`config.mk`:
```
export PLATFORM = sky130hd
export DESIGN_NAME = mac_stream
export DESIGN_NICKNAME = d
export VERILOG_FILES = /design/src/rtl/mac_pkg.sv /design/src/rtl/mac_acc_stage.sv /design/src/rtl/mac_stream.sv
export SDC_FILE = /design/constraint.sdc
export NUM_CORES = 1
export LEC_CHECK = 0
export BUFFER_PORTS_ARGS = -buffer_cell sky130_fd_sc_hd__buf_2
export CAP_MARGIN = 20
export CORE_ASPECT_RATIO = 1.2
export CORE_MARGIN = 8
export CORE_UTILIZATION = 55
export DETAILED_ROUTE_END_ITERATION = 12
export GPL_ROUTABILITY_DRIVEN = 0
export PLACE_DENSITY = 0.72
export SLEW_MARGIN = 20
export SYNTH_ARGS = -nofsm -noshare
export SYNTH_HDL_FRONTEND = slang
export SYNTH_SLANG_ARGS = --single-unit
```
`constraint.sdc`:
```
create_clock -name clk -period 5.7 [get_ports clk]
set_input_delay 0.855 -clock clk [delete_from_list [all_inputs] [get_ports clk]]
set_output_delay 0.855 -clock clk [all_outputs]
set_load 0.03 [all_outputs]
```
`src/rtl/mac_pkg.sv`:
```
// mac_pkg: shared FSM encodings, flush depth and saturation limits for mac_stream.
`default_nettype none

package mac_pkg;

  typedef logic [1:0] state_t;

  localparam state_t ST_IDLE  = 2'd0;
  localparam state_t ST_ACC   = 2'd1;
  localparam state_t ST_FLUSH = 2'd2;
  localparam state_t ST_HOLD  = 2'd3;

  localparam int FLUSH_CYCLES = 2;

  // Limits are returned wide; callers truncate to their accumulator width.
  function automatic logic [127:0] sat_max_f(input int w);
    return (128'd1 << (w - 1)) - 128'd1;
  endfunction

  function automatic logic [127:0] sat_min_f(input int w);
    return 128'd1 << (w - 1);
  endfunction

endpackage

`default_nettype wire

```
`src/rtl/mac_acc_stage.sv`:
```
// mac_acc_stage: sign-extend product, accumulate, optional saturation (MAC_SAT_EN) and sticky ovf.
`default_nettype none

module mac_acc_stage
  import mac_pkg::*;
#(
  parameter int DATA_W = 8,
  parameter int ACC_W  = 18
) (
  input  logic                       clk,
  input  logic                       rst_n,
  input  logic                       clear,
  input  logic                       add_en,
  input  logic signed [2*DATA_W-1:0] prod,
  output logic signed [ACC_W-1:0]    acc,
  output logic                       ovf
);

  logic signed [ACC_W-1:0] prod_ext;
  assign prod_ext = ACC_W'(prod);

`ifdef MAC_SAT_EN
  localparam logic [ACC_W-1:0] SAT_MAX = ACC_W'(sat_max_f(ACC_W));
  localparam logic [ACC_W-1:0] SAT_MIN = ACC_W'(sat_min_f(ACC_W));

  logic [ACC_W:0]          sum;
  logic                    sat;
  logic signed [ACC_W-1:0] acc_next;

  // One guard bit: the top two bits disagree exactly when the add left the range.
  assign sum = {acc[ACC_W-1], acc} + {prod_ext[ACC_W-1], prod_ext};
  assign sat = sum[ACC_W] ^ sum[ACC_W-1];

  always_comb begin
    acc_next = sum[ACC_W-1:0];
    if (sat) acc_next = sum[ACC_W] ? SAT_MIN : SAT_MAX;
  end

  always_ff @(posedge clk) begin
    if (!rst_n || clear) begin
      acc <= '0;
      ovf <= 1'b0;
    end else if (add_en) begin
      acc <= acc_next;
      if (sat) ovf <= 1'b1;
    end
  end
`else
  always_ff @(posedge clk) begin
    if (!rst_n || clear) begin
      acc <= '0;
    end else if (add_en) begin
      acc <= acc + prod_ext;
    end
  end

  assign ovf = 1'b0;
`endif

endmodule

`default_nettype wire

```
`src/rtl/mac_stream.sv`:
```
// mac_stream: framed, handshaked signed multiply-accumulate; MAC_SAT_EN selects saturating accumulation.
`default_nettype none

module mac_stream
  import mac_pkg::*;
#(
  parameter int DATA_W = 8,
  parameter int ACC_W  = 18,
  parameter int LEN_W  = 8
) (
  input  logic                     clk,
  input  logic                     rst_n,
  input  logic                     in_valid,
  output logic                     in_ready,
  input  logic signed [DATA_W-1:0] a,
  input  logic signed [DATA_W-1:0] b,
  input  logic [LEN_W-1:0]         len,
  output logic                     out_valid,
  input  logic                     out_ready,
  output logic signed [ACC_W-1:0]  out,
  output logic                     ovf
);

  localparam int FC_W = (FLUSH_CYCLES > 1) ? $clog2(FLUSH_CYCLES) : 1;

  if (ACC_W < 2 * DATA_W) begin : g_acc_w_check
    $error("mac_stream: ACC_W must be >= 2*DATA_W");
  end

  state_t                     state;
  logic [LEN_W-1:0]           len_q;
  logic [LEN_W-1:0]           count;
  logic [FC_W-1:0]            flush_cnt;
  logic signed [2*DATA_W-1:0] prod;
  logic                       prod_vld;
  logic                       in_xfer;
  logic                       out_xfer;
  logic                       frame_start;
  logic [LEN_W-1:0]           len_eff;

  assign in_ready    = rst_n && (state == ST_IDLE || state == ST_ACC);
  assign in_xfer     = in_valid && in_ready;
  assign out_valid   = (state == ST_HOLD);
  assign out_xfer    = out_valid && out_ready;
  assign frame_start = in_xfer && (state == ST_IDLE);
  assign len_eff     = (len == '0) ? LEN_W'(1) : len;

  always_ff @(posedge clk) begin
    if (!rst_n) begin
      state     <= ST_IDLE;
      len_q     <= '0;
      count     <= '0;
      flush_cnt <= '0;
      prod      <= '0;
      prod_vld  <= 1'b0;
    end else begin
      prod_vld <= in_xfer;
      if (in_xfer) prod <= (2*DATA_W)'(a) * (2*DATA_W)'(b);

      case (state)
        ST_IDLE: begin
          if (in_xfer) begin
            len_q     <= len_eff;
            count     <= LEN_W'(1);
            flush_cnt <= '0;
            state     <= (len_eff == LEN_W'(1)) ? ST_FLUSH : ST_ACC;
          end
        end
        ST_ACC: begin
          if (in_xfer) begin
            count <= count + LEN_W'(1);
            if (count + LEN_W'(1) == len_q) state <= ST_FLUSH;
          end
        end
        ST_FLUSH: begin
          // Lets the last product pass both pipeline stages before presenting it.
          if (flush_cnt == FC_W'(FLUSH_CYCLES - 1)) state <= ST_HOLD;
          else flush_cnt <= flush_cnt + FC_W'(1);
        end
        ST_HOLD: begin
          if (out_xfer) state <= ST_IDLE;
        end
        default: state <= ST_IDLE;
      endcase
    end
  end

  mac_acc_stage #(
    .DATA_W (DATA_W),
    .ACC_W  (ACC_W)
  ) u_acc (
    .clk    (clk),
    .rst_n  (rst_n),
    .clear  (frame_start),
    .add_en (prod_vld),
    .prod   (prod),
    .acc    (out),
    .ovf    (ovf)
  );

endmodule

`default_nettype wire

```
==> flow_metrics.tcl <==
set metrics [dict create \
    status "finished, final reports clean" \
    design.die.area_um2 13900 \
    post_cts_buffers 0 \
    post-route-util_pct 61.3 \
    wl_per_cell_um 14.0 \
    vdd_drop_max_uv 161 \
    synth_enable_flop_cells 0 \
    hold_start "prod[11]" \
    route.detailed.drc 0 \
    grt_usage_pct 17.7 \
    required_ns 5.89 \
    cp-end-kind "flip-flop" \
    rows 40 \
    cts_root_buf "clkbuf_16" \
    syn_nets 826 \
    drive_above_1_share_pct 9.23 \
    power_leakage_uw 0.00286 \
    hold_viol_final 0 \
    drt-initial-drc-count 231 \
    r2r-end "count[3]" \
    rr_startpoint "state[1]" \
    min_path_type "reg -> reg" \
    timing.fmax_mhz 208 \
    rr_worst_depth 9 \
    whs_path_depth 2 \
    cp-start-kind "input port" \
    path_cells "buf_2, and2_1, fa_1, inv_1, fa_1, inv_1, fa_1, inv_1, fa_1, inv_1, ha_1, a21oi_1, o21a_1, a311oi_1, or3_1, a31o_1" \
    synth_ff_type "dfxtp_1" \
    worst_hold_path.endpoint "prod[11]" \
    cts_buffers 5 \
    yosys_warnings 0 \
    relSlewSlack_pct 40.8 \
    cts_buffer_depth 2 \
    drv_slew 0 \
    vias 4625 \
    cp_slowest_cell "fa_1" \
    initial_core_util_pct 56.8 \
    layout.area.seq_um2 1080 \
    cts_tree "yes" \
    max_stage_delay_ns 0.56 \
    antennaDiodeCount 0 \
    rsz0062_at_grt "no" \
    fin_ws_ns 0.881 \
    insertion_delay_ns 0.29 \
    finalSetupTns_ns 0 \
    antenna_found_initial 0 \
    drv_cap 0 \
    finClkSkew_ns 0.00455 \
    min_period_ns 4.82 \
    yosysUniqueCellTypes 67 \
    critPathBufInv 5 \
    core-area_um2 10100 \
    syn_area_um2 5720 \
    dp_hpwl_mm 9.83 \
    cts.hold.buffers_added 0 \
    pre_cts_slack_ns 0.568 \
    synth_area_leader_cell "fa_1" \
    setup_violations 0 \
    hold_ws_ns 0.465 \
    grt_pass1_vias 4648 \
    worstMarginPinSlew_ns 0.887 \
    nFillCells 921 \
    crit_type "in -> reg" \
    io_pins 49 \
    clkTransAtPathRegs_ns 0.07 \
    syn_avg_cell_area_um2 8.27 \
    ys_top_cells_by_area "fa_1 (20%), dfxtp_1 (19%), ha_1 (11%)" \
    finalNetCount 860 \
    routed_wl_mm 11.9 \
    grt_start_max_net_pins 41 \
    antenna_left 0 \
    port_buffers 47 \
    synth_top_area_share_pct 19.6 \
    h-tree-depth 2 \
    grt_pass1_wl_mm 20.6 \
    drt_first_pass_iters 4 \
    cts.sinks 54 \
    finalCritPeriodShare_pct 84.5 \
    seq_area_frac_synth_pct 18.9 \
    synth-seq-cells 54 \
    crit_family "adder cells" \
    synthArstFlopShare_pct 0 \
    reg2reg_slack_ns 3.07 \
    cts_resized 0 \
    fp.dieW_um 109 \
    worstPathMaxFanout 8 \
    syn_inst 691 \
    area_growth_pct 7.90 \
    p_per_area_nw_per_um2 320 \
    vias_per_cell 5.43 \
    die_h_um 128 \
    overflow 0 \
    worstPathArrival_ns 5.01 \
    power_uw 1970 \
    multi_input_area_um2 4140 \
]
sequential cells by signal, summed over array words and instances (netlist names):
signal	flops
len_q	8
state	2
prod_vld	1
count	8
u_acc.acc	18
flush_cnt	1
prod	16
synthesized netlist by cell type (2+ instances only):
library cell	count
a211oi_1	3
a21boi_0	9
a21o_1	6
a21oi_1	30
a31oi_1	7
and2_1	48
and3_1	3
buf_1	7
buf_2	2
clkbuf_1	9
dfxtp_1	54
fa_1	56
ha_1	51
inv_1	107
mux2i_1	10
nand2_1	78
nand2b_1	6
nand3_1	22
nand4_1	2
nor2_1	22
nor2b_1	18
nor3_1	14
nor3b_1	2
nor4b_1	2
o21a_1	5
o21ai_0	31
o21ai_1	10
o22ai_1	5
or3_1	5
or4_1	3
xnor2_1	21
xor2_1	8
cell usage in the layout, fill, tap and decap left out, types with 7 or more instances in the layout:
master    synthesis  final
o21ai_1          10     10
xor2_1            8      8
a31oi_1           7      7
o21ai_0          31     31
a21boi_0          9      9
nor2b_1          18     18
a21oi_1          30     30
nor3_1           14     14
dfxtp_1          54     54
nand3_1          22     22
ha_1             51     51
mux2i_1          10     10
buf_2             2     47
nor2_1           22     22
xnor2_1          21     21
nand2_1          78     78
and2_1           48     48
fa_1             56     56
inv_1           107    107
worst max path at each step:
stage / startpoint / end / slack [ns] / cells past startpoint
floorplan: b[3] / prod[14] / 0.99 / 15
global placement: b[3] / prod[14] / 0.72 / 16
detailed placement: b[3] / prod[14] / 0.57 / 16
CTS: b[3] / prod[14] / 0.87 / 16
global route: b[2] / prod[14] / 0.72 / 15
finish: b[3] / prod[14] / 0.88 / 16
logic make-up after synthesis:
logic type               after synthesis  synth area share (%)
AO/OA/AOI/OAI                        124                  13.5
XOR/XNOR                              30                  4.73
adder cells (fa/ha/maj)              107                  30.8
buffers and inverters                128                  8.65
flip-flops                            54                  18.9
multiplexers                          11                  1.95
other                                  1                0.0656
AND/OR/NAND/NOR                      236                  21.5
worst min-delay path, delay by kind of cell, from the launching register on:
family / cells / cell delay (ns)
AOI/OAI and AO/OA: 1 / 0.05
DFF: 1 / 0.31
and+or+nand+nor: 1 / 0.06
final cells by class:
class / count / share of cell area, %
Inverter: 108 / 6.57
Tap cell: 126 / 2.56
Sequential cell: 54 / 17.5
Clock inverter: 1 / 0.0812
Clock buffer: 7 / 2.31
Multi-Input combinational cell: 509 / 67.1
Timing Repair Buffer: 47 / 3.81
metrics by stage:
step	instances	area (um^2)
6_report	852	6170
5_1_grt	852	6170
4_1_cts	852	6170
3_5_place_dp	844	6020
3_3_place_gp	844	6020
2_1_floorplan	691	5720
where the power goes:
part	internal [uW]	switching, uW
registers	433	53.0
logic	513	668
clock network	174	131
total	1120	852
metal layers:
metal | vias to the layer above | track usage, % | part of all wire, %
li1 | 2329 | - | -
met1 | 2193 | 21.9 | 46
met2 | 94 | 31.4 | 49
met3 | 9 | 2.01 | 3.3
met4 | 0 | 4.52 | 1.1
met5 | - | 0 | 0
Power figures use the tool's default switching activity.
